[src/rtl/fsb_waitstate_pkg.sv]
// Shared definitions for the fast-side bus cycle controller: region codes,
// one-hot state encoding, decode boundaries and wait-count helpers.
package fsb_waitstate_pkg;

    localparam logic [1:0] REG_RAM = 2'd0;
    localparam logic [1:0] REG_ROM = 2'd1;
    localparam logic [1:0] REG_IO  = 2'd2;

    // RAM occupies A[23:22]==00; ROM is the single 1 MB slot at A[23:20]==4.
    localparam logic [1:0] RAM_A_HI = 2'b00;
    localparam logic [3:0] ROM_A    = 4'h4;

    typedef enum logic [4:0] {
        S_IDLE   = 5'b00001,
        S_WAIT   = 5'b00010,
        S_IOWAIT = 5'b00100,
        S_ACK    = 5'b01000,
        S_ERR    = 5'b10000
    } state_t;

    function automatic logic [1:0] decode_region(input logic [3:0] a);
        if (a[3:2] == RAM_A_HI)
            return REG_RAM;
        else if (a == ROM_A)
            return REG_ROM;
        else
            return REG_IO;
    endfunction

    function automatic logic [3:0] ws_load(input logic [3:0] base, input logic [3:0] extra,
                                           input logic en);
        return en ? (base + extra) : base;
    endfunction

endpackage

[src/rtl/fsb_waitstate_ws_counter.sv]
// 4-bit loadable wait-state down-counter; stops at zero and flags it.
module fsb_waitstate_ws_counter (
    input  logic       clk,
    input  logic       rst_n,
    input  logic       i_load,
    input  logic [3:0] i_load_val,
    input  logic       i_dec,
    output logic [3:0] o_count,
    output logic       o_zero
);

    logic [3:0] r_count;

    always_ff @(posedge clk or negedge rst_n) begin
        if (!rst_n)
            r_count <= 4'd0;
        else if (i_load)
            r_count <= i_load_val;
        else if (i_dec && (r_count != 4'd0))
            r_count <= r_count - 4'd1;
    end

    assign o_count = r_count;
    assign o_zero  = (r_count == 4'd0);

endmodule

[src/rtl/fsb_waitstate.sv]
// Fast-side bus cycle controller: decodes each nAS cycle into RAM/ROM/IO,
// counts wait states, hands IO cycles to the bridge and returns nDTACK or nBERR.
module fsb_waitstate
    import fsb_waitstate_pkg::*;
#(
    parameter int RAM_WS_BASE  = 0,
    parameter int RAM_WS_EXTRA = 1,
    parameter int ROM_WS_BASE  = 1,
    parameter int ROM_WS_EXTRA = 2,
    parameter int IO_WS_EXTRA  = 2,
    parameter int IO_TIMEOUT   = 255
) (
    input  logic       FCLK,
    input  logic       nRES,
    input  logic       nAS,
    input  logic [3:0] A,
    input  logic       ROMWS,
    input  logic       RAMWS,
    input  logic       IOWS,
    input  logic       IOACK,
    output logic       IOREQ,
    output logic       RAMCS,
    output logic       ROMCS,
    output logic       nDTACK,
    output logic       nBERR,
    output logic [4:0] o_dbg_state
);

    generate
        if (RAM_WS_BASE + RAM_WS_EXTRA > 15) begin : g_bad_ram
            $error("fsb_waitstate: RAM wait-state sum exceeds 4-bit counter");
        end
        if (ROM_WS_BASE + ROM_WS_EXTRA > 15) begin : g_bad_rom
            $error("fsb_waitstate: ROM wait-state sum exceeds 4-bit counter");
        end
        if (IO_WS_EXTRA > 15) begin : g_bad_io
            $error("fsb_waitstate: IO wait-state count exceeds 4-bit counter");
        end
        if (IO_TIMEOUT > 255 || IO_TIMEOUT < 1) begin : g_bad_timeout
            $error("fsb_waitstate: IO_TIMEOUT must be within 1..255");
        end
    endgenerate

    localparam logic [3:0] RAM_BASE_W  = 4'(RAM_WS_BASE);
    localparam logic [3:0] RAM_EXTRA_W = 4'(RAM_WS_EXTRA);
    localparam logic [3:0] ROM_BASE_W  = 4'(ROM_WS_BASE);
    localparam logic [3:0] ROM_EXTRA_W = 4'(ROM_WS_EXTRA);
    localparam logic [3:0] IO_EXTRA_W  = 4'(IO_WS_EXTRA);
    localparam logic [7:0] TIMEOUT_W   = 8'(IO_TIMEOUT);

    state_t     r_state, w_state_nxt;
    logic [1:0] r_region, w_region_nxt, w_dec_region;
    logic       r_iows, w_iows_nxt;
    logic [7:0] r_tcnt, w_tcnt_nxt, w_tcnt_inc;
    logic       w_ld, w_dec, w_wzero;
    logic [3:0] w_ld_val, w_wcnt, w_ram_ws, w_rom_ws, w_io_ws;

    fsb_waitstate_ws_counter u_ws_counter (
        .clk        (FCLK),
        .rst_n      (nRES),
        .i_load     (w_ld),
        .i_load_val (w_ld_val),
        .i_dec      (w_dec),
        .o_count    (w_wcnt),
        .o_zero     (w_wzero)
    );

    assign w_dec_region = decode_region(A);
    assign w_ram_ws     = ws_load(RAM_BASE_W, RAM_EXTRA_W, RAMWS);
    assign w_rom_ws     = ws_load(ROM_BASE_W, ROM_EXTRA_W, ROMWS);
    assign w_io_ws      = r_iows ? IO_EXTRA_W : 4'd0;
    assign w_tcnt_inc   = (r_tcnt == 8'hFF) ? 8'hFF : (r_tcnt + 8'd1);

    always_ff @(posedge FCLK or negedge nRES) begin
        if (!nRES) begin
            r_state  <= S_IDLE;
            r_region <= REG_RAM;
            r_iows   <= 1'b0;
            r_tcnt   <= 8'd0;
        end else begin
            r_state  <= w_state_nxt;
            r_region <= w_region_nxt;
            r_iows   <= w_iows_nxt;
            r_tcnt   <= w_tcnt_nxt;
        end
    end

    always_comb begin
        w_state_nxt  = r_state;
        w_region_nxt = r_region;
        w_iows_nxt   = r_iows;
        w_tcnt_nxt   = r_tcnt;
        w_ld         = 1'b0;
        w_ld_val     = 4'd0;
        w_dec        = 1'b0;
        case (r_state)
            S_IDLE: begin
                if (!nAS) begin
                    w_region_nxt = w_dec_region;
                    w_iows_nxt   = IOWS;
                    if (w_dec_region == REG_RAM) begin
                        w_ld        = 1'b1;
                        w_ld_val    = w_ram_ws;
                        w_state_nxt = (w_ram_ws == 4'd0) ? S_ACK : S_WAIT;
                    end else if (w_dec_region == REG_ROM) begin
                        w_ld        = 1'b1;
                        w_ld_val    = w_rom_ws;
                        w_state_nxt = (w_rom_ws == 4'd0) ? S_ACK : S_WAIT;
                    end else begin
                        w_tcnt_nxt  = 8'd0;
                        w_state_nxt = S_IOWAIT;
                    end
                end
            end
            S_WAIT: begin
                if (nAS)
                    w_state_nxt = S_IDLE;
                else if (w_wzero || (w_wcnt == 4'd1))
                    w_state_nxt = S_ACK;
                else
                    w_dec = 1'b1;
            end
            S_IOWAIT: begin
                w_tcnt_nxt = w_tcnt_inc;
                // An acknowledge arriving on the timeout edge still completes normally.
                if (nAS) begin
                    w_state_nxt = S_IDLE;
                end else if (IOACK) begin
                    w_ld        = 1'b1;
                    w_ld_val    = w_io_ws;
                    w_state_nxt = (w_io_ws == 4'd0) ? S_ACK : S_WAIT;
                end else if (w_tcnt_inc == TIMEOUT_W) begin
                    w_state_nxt = S_ERR;
                end
            end
            S_ACK, S_ERR: begin
                if (nAS)
                    w_state_nxt = S_IDLE;
            end
            default: w_state_nxt = S_IDLE;
        endcase
    end

    // Outputs decode straight from the state and region flops, so they are glitch-free.
    assign IOREQ       = (r_state == S_IOWAIT);
    assign RAMCS       = (r_state != S_IDLE) && (r_region == REG_RAM);
    assign ROMCS       = (r_state != S_IDLE) && (r_region == REG_ROM);
    assign nDTACK      = (r_state != S_ACK);
    assign nBERR       = (r_state != S_ERR);
    assign o_dbg_state = r_state;

endmodule

[config.mk]
export PLATFORM = sky130hd
export DESIGN_NAME = fsb_waitstate
export DESIGN_NICKNAME = d
export VERILOG_FILES = /design/src/rtl/fsb_waitstate_pkg.sv /design/src/rtl/fsb_waitstate_ws_counter.sv /design/src/rtl/fsb_waitstate.sv
export SDC_FILE = /design/constraint.sdc
export NUM_CORES = 1
export LEC_CHECK = 0
export CORE_MARGIN = 10
export CORE_UTILIZATION = 58
export DETAILED_ROUTE_END_ITERATION = 12
export PLACE_DENSITY = 0.84
export SLEW_MARGIN = 25
export SYNTH_ARGS = -nofsm -noshare
export SYNTH_HDL_FRONTEND = slang
export SYNTH_SLANG_ARGS = --single-unit
[constraint.sdc]
create_clock -name FCLK -period 4.3 [get_ports FCLK]
set_clock_uncertainty 0.15 [all_clocks]
set_input_delay 0.86 -clock FCLK [delete_from_list [all_inputs] [get_ports FCLK]]
set_output_delay 0.86 -clock FCLK [all_outputs]
set_load 0.01 [all_outputs]
==> flow_results.xml, run 1 <==
<?xml version="1.0" encoding="UTF-8"?>
<metrics>
  <group name="layout">
    <metric name="diodes" unit="">0</metric>
    <metric name="layout.cells.most_common_list" unit="">sky130_fd_sc_hd__clkdlybuf4s50_1, sky130_fd_sc_hd__dfrtp_1, sky130_fd_sc_hd__o21ai_0</metric>
    <metric name="design.final.nets" unit="">190</metric>
    <metric name="layout-drive-gt1-share" unit="">0.0977</metric>
    <metric name="area_delta_synth_final" unit="%">15.7</metric>
  </group>
  <group name="clock_tree">
    <metric name="cts-root-to-sink-buffers" unit="">2</metric>
    <metric name="clockRootBuffer" unit="">sky130_fd_sc_hd__clkbuf_4</metric>
    <metric name="post_cts_hold_buffer_count" unit="">0</metric>
    <metric name="clk_transition_reported_paths" unit="ns">0.12</metric>
    <metric name="numCtsBuffers" unit="">3</metric>
    <metric name="htree_levels" unit="">1</metric>
    <metric name="postCtsResizedCells" unit="">0</metric>
    <metric name="numClockSinks" unit="">20</metric>
    <metric name="clk_latency_worst_skew_pair" unit="ns">0.30</metric>
    <metric name="post-cts-setup-buffer-count" unit="">0</metric>
    <metric name="tritoncts" unit="">built</metric>
  </group>
  <group name="worst_setup_path">
    <metric name="setup.worst_path.end_class" unit="">primary output</metric>
    <metric name="crit_path_max_fanout" unit="">18</metric>
    <metric name="data_arrival_time_of_the_critical_path" unit="ns">2.36</metric>
    <metric name="crit_path_top_delay_cell" unit="">sky130_fd_sc_hd__dfrtp_1</metric>
    <metric name="slowest_delay" unit="ns">0.58</metric>
    <metric name="critical_path.startpoint_type" unit="">flip-flop</metric>
    <metric name="critPathKind" unit="">flip-flop to primary output</metric>
    <metric name="crit_required" unit="ns">3.29</metric>
    <metric name="critical_path_cell_by_cell" unit="">nor3b_2 -&gt; and2_1 -&gt; buf_4 -&gt; clkdlybuf4s50_1</metric>
    <metric name="register_to_register_setup_slack" unit="ns">2.07</metric>
  </group>
  <group name="drt">
    <metric name="finalWirelength" unit="um">3440</metric>
    <metric name="detail_route.first_pass.iterations" unit="">4</metric>
    <metric name="routed-via-count" unit="">1343</metric>
    <metric name="viasPerCell" unit="">6.65</metric>
    <metric name="routed_wire_length_per_instance" unit="um">17.0</metric>
    <metric name="dr.first_iter.drc_count" unit="">137</metric>
    <metric name="drc" unit="">0</metric>
    <metric name="antenna_left" unit="">0</metric>
  </group>
  <group name="logic_synthesis">
    <metric name="syn_inst" unit="">161</metric>
    <metric name="netlist_top_cells_area" unit="">sky130_fd_sc_hd__dfrtp_1, sky130_fd_sc_hd__o21ai_0, sky130_fd_sc_hd__a22o_1</metric>
    <metric name="syn_avg_cell_area" unit="um2">8.88</metric>
    <metric name="post_synthesis_net_count" unit="">176</metric>
    <metric name="synth_sequential_area_ratio" unit="">0.351</metric>
    <metric name="synth_cell_type_count" unit="">47</metric>
    <metric name="synth_top_cell_by_area" unit="">sky130_fd_sc_hd__dfrtp_1</metric>
    <metric name="yosysTopAreaCellShare" unit="">0.332</metric>
    <metric name="yosys_register_bits" unit="">20</metric>
    <metric name="yosys_warnings" unit="">0</metric>
    <metric name="synthesis.area" unit="um2">1430</metric>
  </group>
  <group name="floorplanning">
    <metric name="initial_utilization" unit="">0.628</metric>
    <metric name="floorplan.core_area" unit="um2">2280</metric>
    <metric name="total_die_area" unit="um2">4850</metric>
    <metric name="chipHeight" unit="um">69.7</metric>
    <metric name="ios" unit="">21</metric>
    <metric name="die_width" unit="um">69.7</metric>
    <metric name="rows" unit="">17</metric>
  </group>
  <group name="sta">
    <metric name="timing.final.setup_violations" unit="">0</metric>
    <metric name="timing_hold_violations_final" unit="">0</metric>
    <metric name="timing.final.max_slew_violations" unit="">0</metric>
    <metric name="final_period_utilization" unit="">0.784</metric>
    <metric name="least_setup_slack_across_all_paths_after_layout" unit="ns">0.929</metric>
    <metric name="slew-limit-headroom" unit="">0.425</metric>
    <metric name="rsz0062_at_grt" unit="">no</metric>
    <metric name="worst-slew-pin-transition" unit="ns">0.849</metric>
    <metric name="fin_tns_setup" unit="ns">0</metric>
    <metric name="post-route-min-period" unit="ns">3.37</metric>
    <metric name="fmaxAchievable" unit="GHz">0.297</metric>
  </group>
  <group name="global_route">
    <metric name="grt-ovfl-total" unit="">0</metric>
    <metric name="grt_antenna_before_repair" unit="">0</metric>
    <metric name="global_route.usage.total" unit="">0.142</metric>
    <metric name="grt_pass1_vias" unit="">1280</metric>
    <metric name="grt_first_pass_wirelength" unit="um">6020</metric>
    <metric name="grt_start_max_net_pins" unit="">21</metric>
  </group>
  <group name="placed_design">
    <metric name="dp_wirelength" unit="um">2640</metric>
    <metric name="port_buffers" unit="">20</metric>
    <metric name="gpl.final_weighted_congestion" unit="">0.859</metric>
    <metric name="preCtsSetupSlack" unit="ns">1.31</metric>
  </group>
  <group name="power_and_ir_drop">
    <metric name="power.density" unit="nW/um2">488</metric>
    <metric name="irDropWorstVdd" unit="mV">0.316</metric>
    <metric name="cellLeakagePower" unit="nW">0.668</metric>
  </group>
  <group name="run">
    <metric name="max_cap_viol_count" unit="">0</metric>
  </group>
  <group name="status">
    <metric name="outcome" unit="">finished, final reports clean</metric>
  </group>
  <group name="worst_hold_path">
    <metric name="holdCritPathClass" unit="">input pin to async pin</metric>
  </group>
</metrics>
## kinds of logic (layout without fill, tap and decap cells)
family                   after synthesis  in the layout  synth area share
adder cells (fa/ha/maj)                4              4            0.0350
AND/OR/NAND/NOR                       64             64             0.260
XOR/XNOR                               4              4            0.0245
AO/OA/AOI/OAI                         45             45             0.223
multiplexers                           6              6            0.0446
buffers and inverters                 18             31            0.0621
flip-flops                            20             20             0.351
## path summary, 6_finish.rpt
| check | from | endpoint | cells past startpoint |
|---|---|---|---|
| worst max-delay path | o_dbg_state[2] | IOREQ | 4 |
| worst min-delay path | nRES | r_region[0] | 1 |
| worst max register to register | o_dbg_state[3] | r_tcnt[3] | 4 |
| worst min register to register | r_region[1] | r_region[1] | 1 |
| max in group asynchronous | nRES | o_dbg_state[0] | 1 |
| min in group FCLK | r_region[1] | r_region[1] | 1 |
## worst max-delay path, delay by kind of cell, from the launching register on
family,cells,cell delay (ns)
simple gates,2,0.69
buf+inv,2,0.79
flops,1,0.58
## state kept, by name, summed over array words and instances, names as in the netlist
name and cells:
u_ws_counter.o_count 4, r_region 2, o_dbg_state 5, r_iows 1, r_tcnt 8
## cell usage after synthesis, drive strengths merged
library cell	n
o31a	1
nand2	7
a22o	7
nor3b	3
nor2	12
a41oi	1
o22ai	1
o311ai	1
a21oi	8
xor2	2
o41ai	1
or4	1
o21ai	14
nand4b	1
a22oi	1
a2111oi	1
inv	6
clkbuf	5
xnor2	2
buf	7
a31oi	2
mux2i	3
nor3	6
nand4	5
o211ai	1
nor4	1
and2	2
ha	4
or2	1
a32oi	1
o31ai	1
and3	3
o2bb2ai	2
mux2	3
or3	4
nand3	11
dfstp	1
dfrtp	19
o21a	1
and4	2
nand2b	2
nor2b	3
a21bo	1
## stage by stage
stage | hold WS [ns] | util | instances | instance area [um2] | total power [mW]
after floorplan | 0.338 | - | 161 | 1430 | 0.550
after global placement | 0.349 | 0.706 | 198 | 1610 | 0.635
after detailed placement | 0.365 | 0.706 | 198 | 1610 | 0.659
after CTS | 0.392 | 0.729 | 202 | 1660 | 0.809
after global routing | 0.365 | 0.727 | 202 | 1650 | 0.872
final | 0.328 | 0.727 | 202 | 1650 | 0.808
## per-layer routing
metal,vias up,routed length (um),global-route usage
met5,-,0,0
li1,627,-,-
met3,9,247,0.0314
met4,0,50,0.0326
met2,60,1710,0.245
met1,647,1430,0.173
## report_power, final
group / total [mW] / internal (mW) / switching, mW / leakage, nW
clock network: 0.151 / 0.0942 / 0.0570 / 0.0279
registers: 0.305 / 0.236 / 0.0691 / 0.265
logic: 0.351 / 0.168 / 0.183 / 0.375
total: 0.808 / 0.499 / 0.309 / 0.668
## layout make-up
cell class              count  area (um2)
clock buffers               3        22.5
clock inverters             1        30.0
fillers                   173         622
inverters                   6        22.5
multi-input cells         123         840
flip-flops and latches     20         502
well taps                  28        35.0
repair buffers             21         203
No activity file was read; power rests on OpenSTA's default activity.
==> run 2, diff against run 1 <==
- CORE_UTILIZATION: 58 -> 54
- PLACE_DENSITY: 0.84 -> 0.79
- clock period: 4.3 -> 3.3 ns (I/O delays scaled with it)
==> run 2 against run 1 <==
- wire length hardly changed
- die area is 5.2% higher
- largest cell class unchanged
- core utilization is 7.2 points lower
- clock-buffer cell count is 1 higher
- combinational power is 30% higher
- cell area is 0.98% lower
- via count is 3.8% lower
- clock power is 19% lower
- register-to-register slack worse by 1.0 ns
- critical path depth stayed put
- worst hold slack worse by 0.19 ns
- power is 20% higher
==> flow_results.xml, run 2 (synthesized netlist as in run 1, its figures left out) <==
<?xml version="1.0" encoding="UTF-8"?>
<metrics>
  <group name="power_and_ir_drop">
    <metric name="power_switching" unit="mW">0.396</metric>
    <metric name="p_int" unit="mW">0.577</metric>
    <metric name="cellLeakagePower" unit="nW">0.660</metric>
    <metric name="power.density" unit="nW/um2">594</metric>
    <metric name="logic_pwr_share" unit="">0.468</metric>
    <metric name="clock_power_share" unit="">0.125</metric>
    <metric name="irDropWorstVdd" unit="mV">0.482</metric>
    <metric name="power.share.switching" unit="">0.407</metric>
    <metric name="power_frac_seq" unit="">0.407</metric>
  </group>
  <group name="run">
    <metric name="max_cap_viol_count" unit="">0</metric>
  </group>
  <group name="floorplanning">
    <metric name="total_die_area" unit="um2">5110</metric>
    <metric name="floorplan.core_area" unit="um2">2500</metric>
    <metric name="initial_utilization" unit="">0.572</metric>
    <metric name="chipHeight" unit="um">71.5</metric>
    <metric name="ios" unit="">21</metric>
    <metric name="rows" unit="">18</metric>
    <metric name="die_width" unit="um">71.5</metric>
  </group>
  <group name="placed_design">
    <metric name="port_buffers" unit="">20</metric>
    <metric name="gpl.final_weighted_congestion" unit="">0.953</metric>
    <metric name="preCtsSetupSlack" unit="ns">0.544</metric>
    <metric name="dp_area" unit="um2">1620</metric>
    <metric name="dp_wirelength" unit="um">2540</metric>
  </group>
  <group name="clock_tree">
    <metric name="postCtsResizedCells" unit="">0</metric>
    <metric name="clk_latency_worst_skew_pair" unit="ns">0.30</metric>
    <metric name="numCtsBuffers" unit="">3</metric>
    <metric name="cts-root-to-sink-buffers" unit="">2</metric>
    <metric name="numClockSinks" unit="">20</metric>
    <metric name="clockRootBuffer" unit="">sky130_fd_sc_hd__clkbuf_4</metric>
    <metric name="post_cts_hold_buffer_count" unit="">0</metric>
    <metric name="post-cts-setup-buffer-count" unit="">0</metric>
    <metric name="htree_levels" unit="">1</metric>
    <metric name="tritoncts" unit="">built</metric>
    <metric name="clk_transition_reported_paths" unit="ns">0.11</metric>
  </group>
  <group name="global_route">
    <metric name="grt_pass1_vias" unit="">1201</metric>
    <metric name="grt_start_max_net_pins" unit="">21</metric>
    <metric name="grt_first_pass_wirelength" unit="um">5750</metric>
    <metric name="grt-ovfl-total" unit="">0</metric>
    <metric name="global_route.usage.total" unit="">0.132</metric>
    <metric name="grt_antenna_before_repair" unit="">0</metric>
  </group>
  <group name="worst_setup_path">
    <metric name="cp_top_family" unit="">simple AND/OR/NAND/NOR gates</metric>
    <metric name="crit_path_max_fanout" unit="">10</metric>
    <metric name="critical_path.startpoint_type" unit="">flip-flop</metric>
    <metric name="crit_path_top_delay_cell" unit="">sky130_fd_sc_hd__clkdlybuf4s50_1</metric>
    <metric name="worstPathBufferInverterCount" unit="">1</metric>
    <metric name="critPathKind" unit="">flip-flop to primary output</metric>
    <metric name="crit_required" unit="ns">2.49</metric>
    <metric name="setup.worst_path.end_class" unit="">primary output</metric>
    <metric name="critical_path_cell_by_cell" unit="">nand2b_1 -&gt; nor2_1 -&gt; nor3b_1 -&gt; clkdlybuf4s50_1</metric>
    <metric name="data_arrival_time_of_the_critical_path" unit="ns">2.01</metric>
    <metric name="register_to_register_setup_slack" unit="ns">1.07</metric>
    <metric name="slowest_delay" unit="ns">0.57</metric>
  </group>
  <group name="sta">
    <metric name="timing.final.max_slew_violations" unit="">0</metric>
    <metric name="post-route-min-period" unit="ns">2.82</metric>
    <metric name="final_period_utilization" unit="">0.855</metric>
    <metric name="timing.final.setup_violations" unit="">0</metric>
    <metric name="worst-slew-pin-transition" unit="ns">0.831</metric>
    <metric name="timing_hold_violations_final" unit="">0</metric>
    <metric name="least_setup_slack_across_all_paths_after_layout" unit="ns">0.478</metric>
    <metric name="slew-limit-headroom" unit="">0.437</metric>
    <metric name="fin_tns_setup" unit="ns">0</metric>
    <metric name="fmaxAchievable" unit="GHz">0.354</metric>
    <metric name="rsz0062_at_grt" unit="">no</metric>
  </group>
  <group name="drt">
    <metric name="drc" unit="">0</metric>
    <metric name="detail_route.first_pass.iterations" unit="">5</metric>
    <metric name="antenna_left" unit="">0</metric>
    <metric name="routed_wire_length_per_instance" unit="um">16.7</metric>
    <metric name="dr.first_iter.drc_count" unit="">96</metric>
    <metric name="routed-via-count" unit="">1292</metric>
    <metric name="finalWirelength" unit="um">3430</metric>
    <metric name="viasPerCell" unit="">6.30</metric>
  </group>
  <group name="status">
    <metric name="outcome" unit="">finished, final reports clean</metric>
  </group>
  <group name="layout">
    <metric name="area_delta_synth_final" unit="%">14.5</metric>
    <metric name="layout.cells.most_common_list" unit="">sky130_fd_sc_hd__clkdlybuf4s50_1, sky130_fd_sc_hd__dfrtp_1, sky130_fd_sc_hd__o21ai_0</metric>
    <metric name="stdcell_area" unit="um2">1640</metric>
    <metric name="design.final.nets" unit="">191</metric>
    <metric name="largest-register" unit="">r_tcnt</metric>
    <metric name="largest_reg_flops" unit="">8</metric>
    <metric name="diodes" unit="">0</metric>
    <metric name="layout-drive-gt1-share" unit="">0.0971</metric>
    <metric name="fin_util" unit="">0.655</metric>
  </group>
  <group name="worst_hold_path">
    <metric name="holdCritPathClass" unit="">input pin to async pin</metric>
  </group>
</metrics>
run 2: cell count changes in the layout (fill, tap and decap cells not counted), sizes merged:
cell,before,now
buf,2,3
bufinv,1,0
clkbuf,3,4
run 2: worst reg2reg max path: cells and delay by family (launching register included):
kind	cells	cell delay [ns]
AO/OA/AOI/OAI	1	0.69
multiplexers	2	0.53
buffers and inverters	1	0.13
flip-flops	1	0.42
adder cells (fa/ha/maj)	1	0.19
AND/OR/NAND/NOR	1	0.06
run 2: layout make-up:
| type | instances | area [um2] |
|---|---|---|
| fillers | 224 | 862 |
| inverters | 6 | 22.5 |
| clock buffers | 4 | 26.3 |
| flip-flops and latches | 20 | 502 |
| well taps | 30 | 37.5 |
| repair buffers | 22 | 210 |
| multi-input cells | 123 | 840 |
run 2: metrics by stage:
stage	power (mW)	cells	hold slack (ns)
floorplan	0.717	161	0.214
global placement	0.831	201	0.350
detailed placement	0.854	201	0.356
CTS	0.982	205	0.385
global route	1.05	205	0.174
finish	0.973	205	0.143
run 2: worst paths after layout:
kind / startpoint / end / cells after the start
worst max-delay path: o_dbg_state[1] / ROMCS / 4
worst min-delay path: nRES / r_tcnt[7] / 1
worst max register to register: u_ws_counter.o_count[0] / u_ws_counter.o_count[1] / 6
worst min register to register: r_region[1] / r_region[1] / 1
max in group asynchronous: nRES / o_dbg_state[0] / 1
min in group FCLK: r_region[1] / r_region[1] / 1
run 2: power groups by stage:
stage | Clock (mW) | Sequential [mW] | Combinational (mW)
final | 0.122 | 0.396 | 0.456
after global routing | 0.135 | 0.408 | 0.509
after CTS | 0.127 | 0.395 | 0.460
after detailed placement | 0 | 0.400 | 0.454
after global placement | 0 | 0.394 | 0.437
after floorplan | 0 | 0.358 | 0.359
run 2: metal layers:
layer	vias up	global-route usage	wire length [um]
met5	-	0	0
met4	0	0.0366	53
met3	12	0.0344	255
met2	45	0.217	1620
met1	610	0.165	1500
li1	625	-	-
==> run 3, diff against run 2 <==
- MAX_ROUTING_LAYER: default -> met4
==> run 3 against run 2 <==
- sequential share of layout area stayed put
- clock-buffer cell count stayed put
- fmax hardly changed
- critical endpoint unchanged
==> flow_results.xml, run 3 (synthesized netlist as in run 1, its figures left out) <==
<?xml version="1.0" encoding="UTF-8"?>
<metrics>
  <group name="drt">
    <metric name="routed_wire_length_per_instance" unit="um">16.7</metric>
    <metric name="detail_route.first_pass.iterations" unit="">5</metric>
    <metric name="drc" unit="">0</metric>
    <metric name="dr.first_iter.drc_count" unit="">96</metric>
    <metric name="finalWirelength" unit="um">3430</metric>
    <metric name="viasPerCell" unit="">6.28</metric>
    <metric name="antenna_left" unit="">0</metric>
    <metric name="routed-via-count" unit="">1287</metric>
  </group>
  <group name="sta">
    <metric name="worst-slew-pin-transition" unit="ns">0.829</metric>
    <metric name="fmaxAchievable" unit="GHz">0.354</metric>
    <metric name="fin_tns_setup" unit="ns">0</metric>
    <metric name="slew-limit-headroom" unit="">0.438</metric>
    <metric name="post-route-min-period" unit="ns">2.82</metric>
    <metric name="timing.hold.ws" unit="ns">0.143</metric>
    <metric name="timing.final.setup_violations" unit="">0</metric>
    <metric name="rsz0062_at_grt" unit="">no</metric>
    <metric name="timing.final.max_slew_violations" unit="">0</metric>
    <metric name="timing_hold_violations_final" unit="">0</metric>
    <metric name="final_period_utilization" unit="">0.855</metric>
  </group>
  <group name="worst_setup_path">
    <metric name="worst_setup_path_startpoint" unit="">o_dbg_state[1]</metric>
    <metric name="setup.worst_path.end_class" unit="">primary output</metric>
    <metric name="rr_worst_depth" unit="">6</metric>
    <metric name="timing.rr.end" unit="">u_ws_counter.o_count[1]</metric>
    <metric name="critical_path.startpoint_type" unit="">flip-flop</metric>
    <metric name="crit_required" unit="ns">2.49</metric>
    <metric name="data_arrival_time_of_the_critical_path" unit="ns">2.01</metric>
    <metric name="rr_startpoint" unit="">u_ws_counter.o_count[0]</metric>
    <metric name="crit_path_max_fanout" unit="">10</metric>
    <metric name="crit_path_end" unit="">ROMCS</metric>
    <metric name="critPathKind" unit="">flip-flop to primary output</metric>
    <metric name="register_to_register_setup_slack" unit="ns">1.07</metric>
  </group>
  <group name="clock_tree">
    <metric name="cts-root-to-sink-buffers" unit="">2</metric>
    <metric name="clockRootBuffer" unit="">sky130_fd_sc_hd__clkbuf_4</metric>
    <metric name="post-cts-setup-buffer-count" unit="">0</metric>
    <metric name="clk_transition_reported_paths" unit="ns">0.11</metric>
    <metric name="numCtsBuffers" unit="">3</metric>
    <metric name="numClockSinks" unit="">20</metric>
    <metric name="post_cts_hold_buffer_count" unit="">0</metric>
    <metric name="clk_latency_worst_skew_pair" unit="ns">0.30</metric>
    <metric name="tritoncts" unit="">built</metric>
    <metric name="postCtsResizedCells" unit="">0</metric>
    <metric name="htree_levels" unit="">1</metric>
  </group>
  <group name="floorplanning">
    <metric name="total_die_area" unit="um2">5110</metric>
    <metric name="initial_utilization" unit="">0.572</metric>
    <metric name="floorplan.core_area" unit="um2">2500</metric>
    <metric name="chipHeight" unit="um">71.5</metric>
    <metric name="die_width" unit="um">71.5</metric>
    <metric name="ios" unit="">21</metric>
    <metric name="rows" unit="">18</metric>
  </group>
  <group name="layout">
    <metric name="area_delta_synth_final" unit="%">14.5</metric>
    <metric name="final-instance-count-excl-fill" unit="">205</metric>
    <metric name="design.final.nets" unit="">191</metric>
    <metric name="final_layout_fill_cell_count" unit="">224</metric>
    <metric name="diodes" unit="">0</metric>
    <metric name="layout-drive-gt1-share" unit="">0.0971</metric>
    <metric name="largest-register" unit="">r_tcnt</metric>
    <metric name="largest_reg_flops" unit="">8</metric>
    <metric name="stdcell_area" unit="um2">1640</metric>
    <metric name="layout.cells.most_common_list" unit="">sky130_fd_sc_hd__clkdlybuf4s50_1, sky130_fd_sc_hd__dfrtp_1, sky130_fd_sc_hd__o21ai_0</metric>
    <metric name="fin_util" unit="">0.655</metric>
  </group>
  <group name="global_route">
    <metric name="grt_first_pass_wirelength" unit="um">5750</metric>
    <metric name="grt_antenna_before_repair" unit="">0</metric>
    <metric name="grt_start_max_net_pins" unit="">21</metric>
    <metric name="grt-ovfl-total" unit="">0</metric>
    <metric name="grt_pass1_vias" unit="">1199</metric>
    <metric name="global_route.usage.total" unit="">0.136</metric>
  </group>
  <group name="placed_design">
    <metric name="post-place-cells" unit="">201</metric>
    <metric name="dp_area" unit="um2">1620</metric>
    <metric name="gpl.final_weighted_congestion" unit="">0.971</metric>
    <metric name="dp_wirelength" unit="um">2540</metric>
    <metric name="port_buffers" unit="">20</metric>
  </group>
  <group name="power_and_ir_drop">
    <metric name="cellLeakagePower" unit="nW">0.660</metric>
    <metric name="power.density" unit="nW/um2">594</metric>
    <metric name="irDropWorstVdd" unit="mV">0.482</metric>
  </group>
  <group name="worst_hold_path">
    <metric name="holdCritPathClass" unit="">input pin to async pin</metric>
  </group>
  <group name="run">
    <metric name="max_cap_viol_count" unit="">0</metric>
  </group>
  <group name="status">
    <metric name="outcome" unit="">finished, final reports clean</metric>
  </group>
</metrics>
run 3: cell counts in the layout (fill, tap and decap cells not counted):
No cell type changed its count.
run 3: where the power goes:
part | leakage, nW | switching, mW | internal (mW)
combinational | 0.380 | 0.233 | 0.222
sequential | 0.265 | 0.0876 | 0.308
clock | 0.0150 | 0.0749 | 0.0470
total | 0.660 | 0.396 | 0.577
run 3: final cells by class:
| cell class | instances | area, um2 | share of cell area |
|---|---|---|---|
| Multi-Input combinational cell | 123 | 840 | 0.513 |
| Inverter | 6 | 22.5 | 0.0138 |
| Sequential cell | 20 | 502 | 0.306 |
| Clock buffer | 4 | 26.3 | 0.0160 |
| Tap cell | 30 | 37.5 | 0.0229 |
| Timing Repair Buffer | 22 | 210 | 0.128 |
run 3: worst max-delay path: stages, from the launching register on:
cell and delay, ns:
sky130_fd_sc_hd__dfrtp_1 0.52, sky130_fd_sc_hd__nand2b_1 0.33, sky130_fd_sc_hd__nor2_1 0.11, sky130_fd_sc_hd__nor3b_1 0.18
sky130_fd_sc_hd__clkdlybuf4s50_1 0.57
run 3: how the worst min path moves through the flow:
| stage | endpoint | start | slack [ns] |
|---|---|---|---|
| after floorplan | o_dbg_state[1] | nRES | 0.21 |
| after global placement | r_region[1] | r_region[1] | 0.35 |
| after detailed placement | r_region[1] | r_region[1] | 0.36 |
| after CTS | r_region[1] | r_region[1] | 0.38 |
| after global routing | u_ws_counter.o_count[1] | nRES | 0.17 |
| final | r_tcnt[7] | nRES | 0.14 |
run 3: routing by layer:
metal,track usage,up-vias,share of wire
met2,0.217,42,0.47
met3,0.0317,10,0.073
met5,-,-,0
met4,0.0366,0,0.015
met1,0.167,610,0.44
li1,-,625,-
run 3: through the flow:
stage	power, mW	setup slack (ns)
floorplan	0.717	1.04
global placement	0.831	0.671
detailed placement	0.854	0.544
CTS	0.982	0.443
global route	1.05	0.303
finish	0.973	0.478
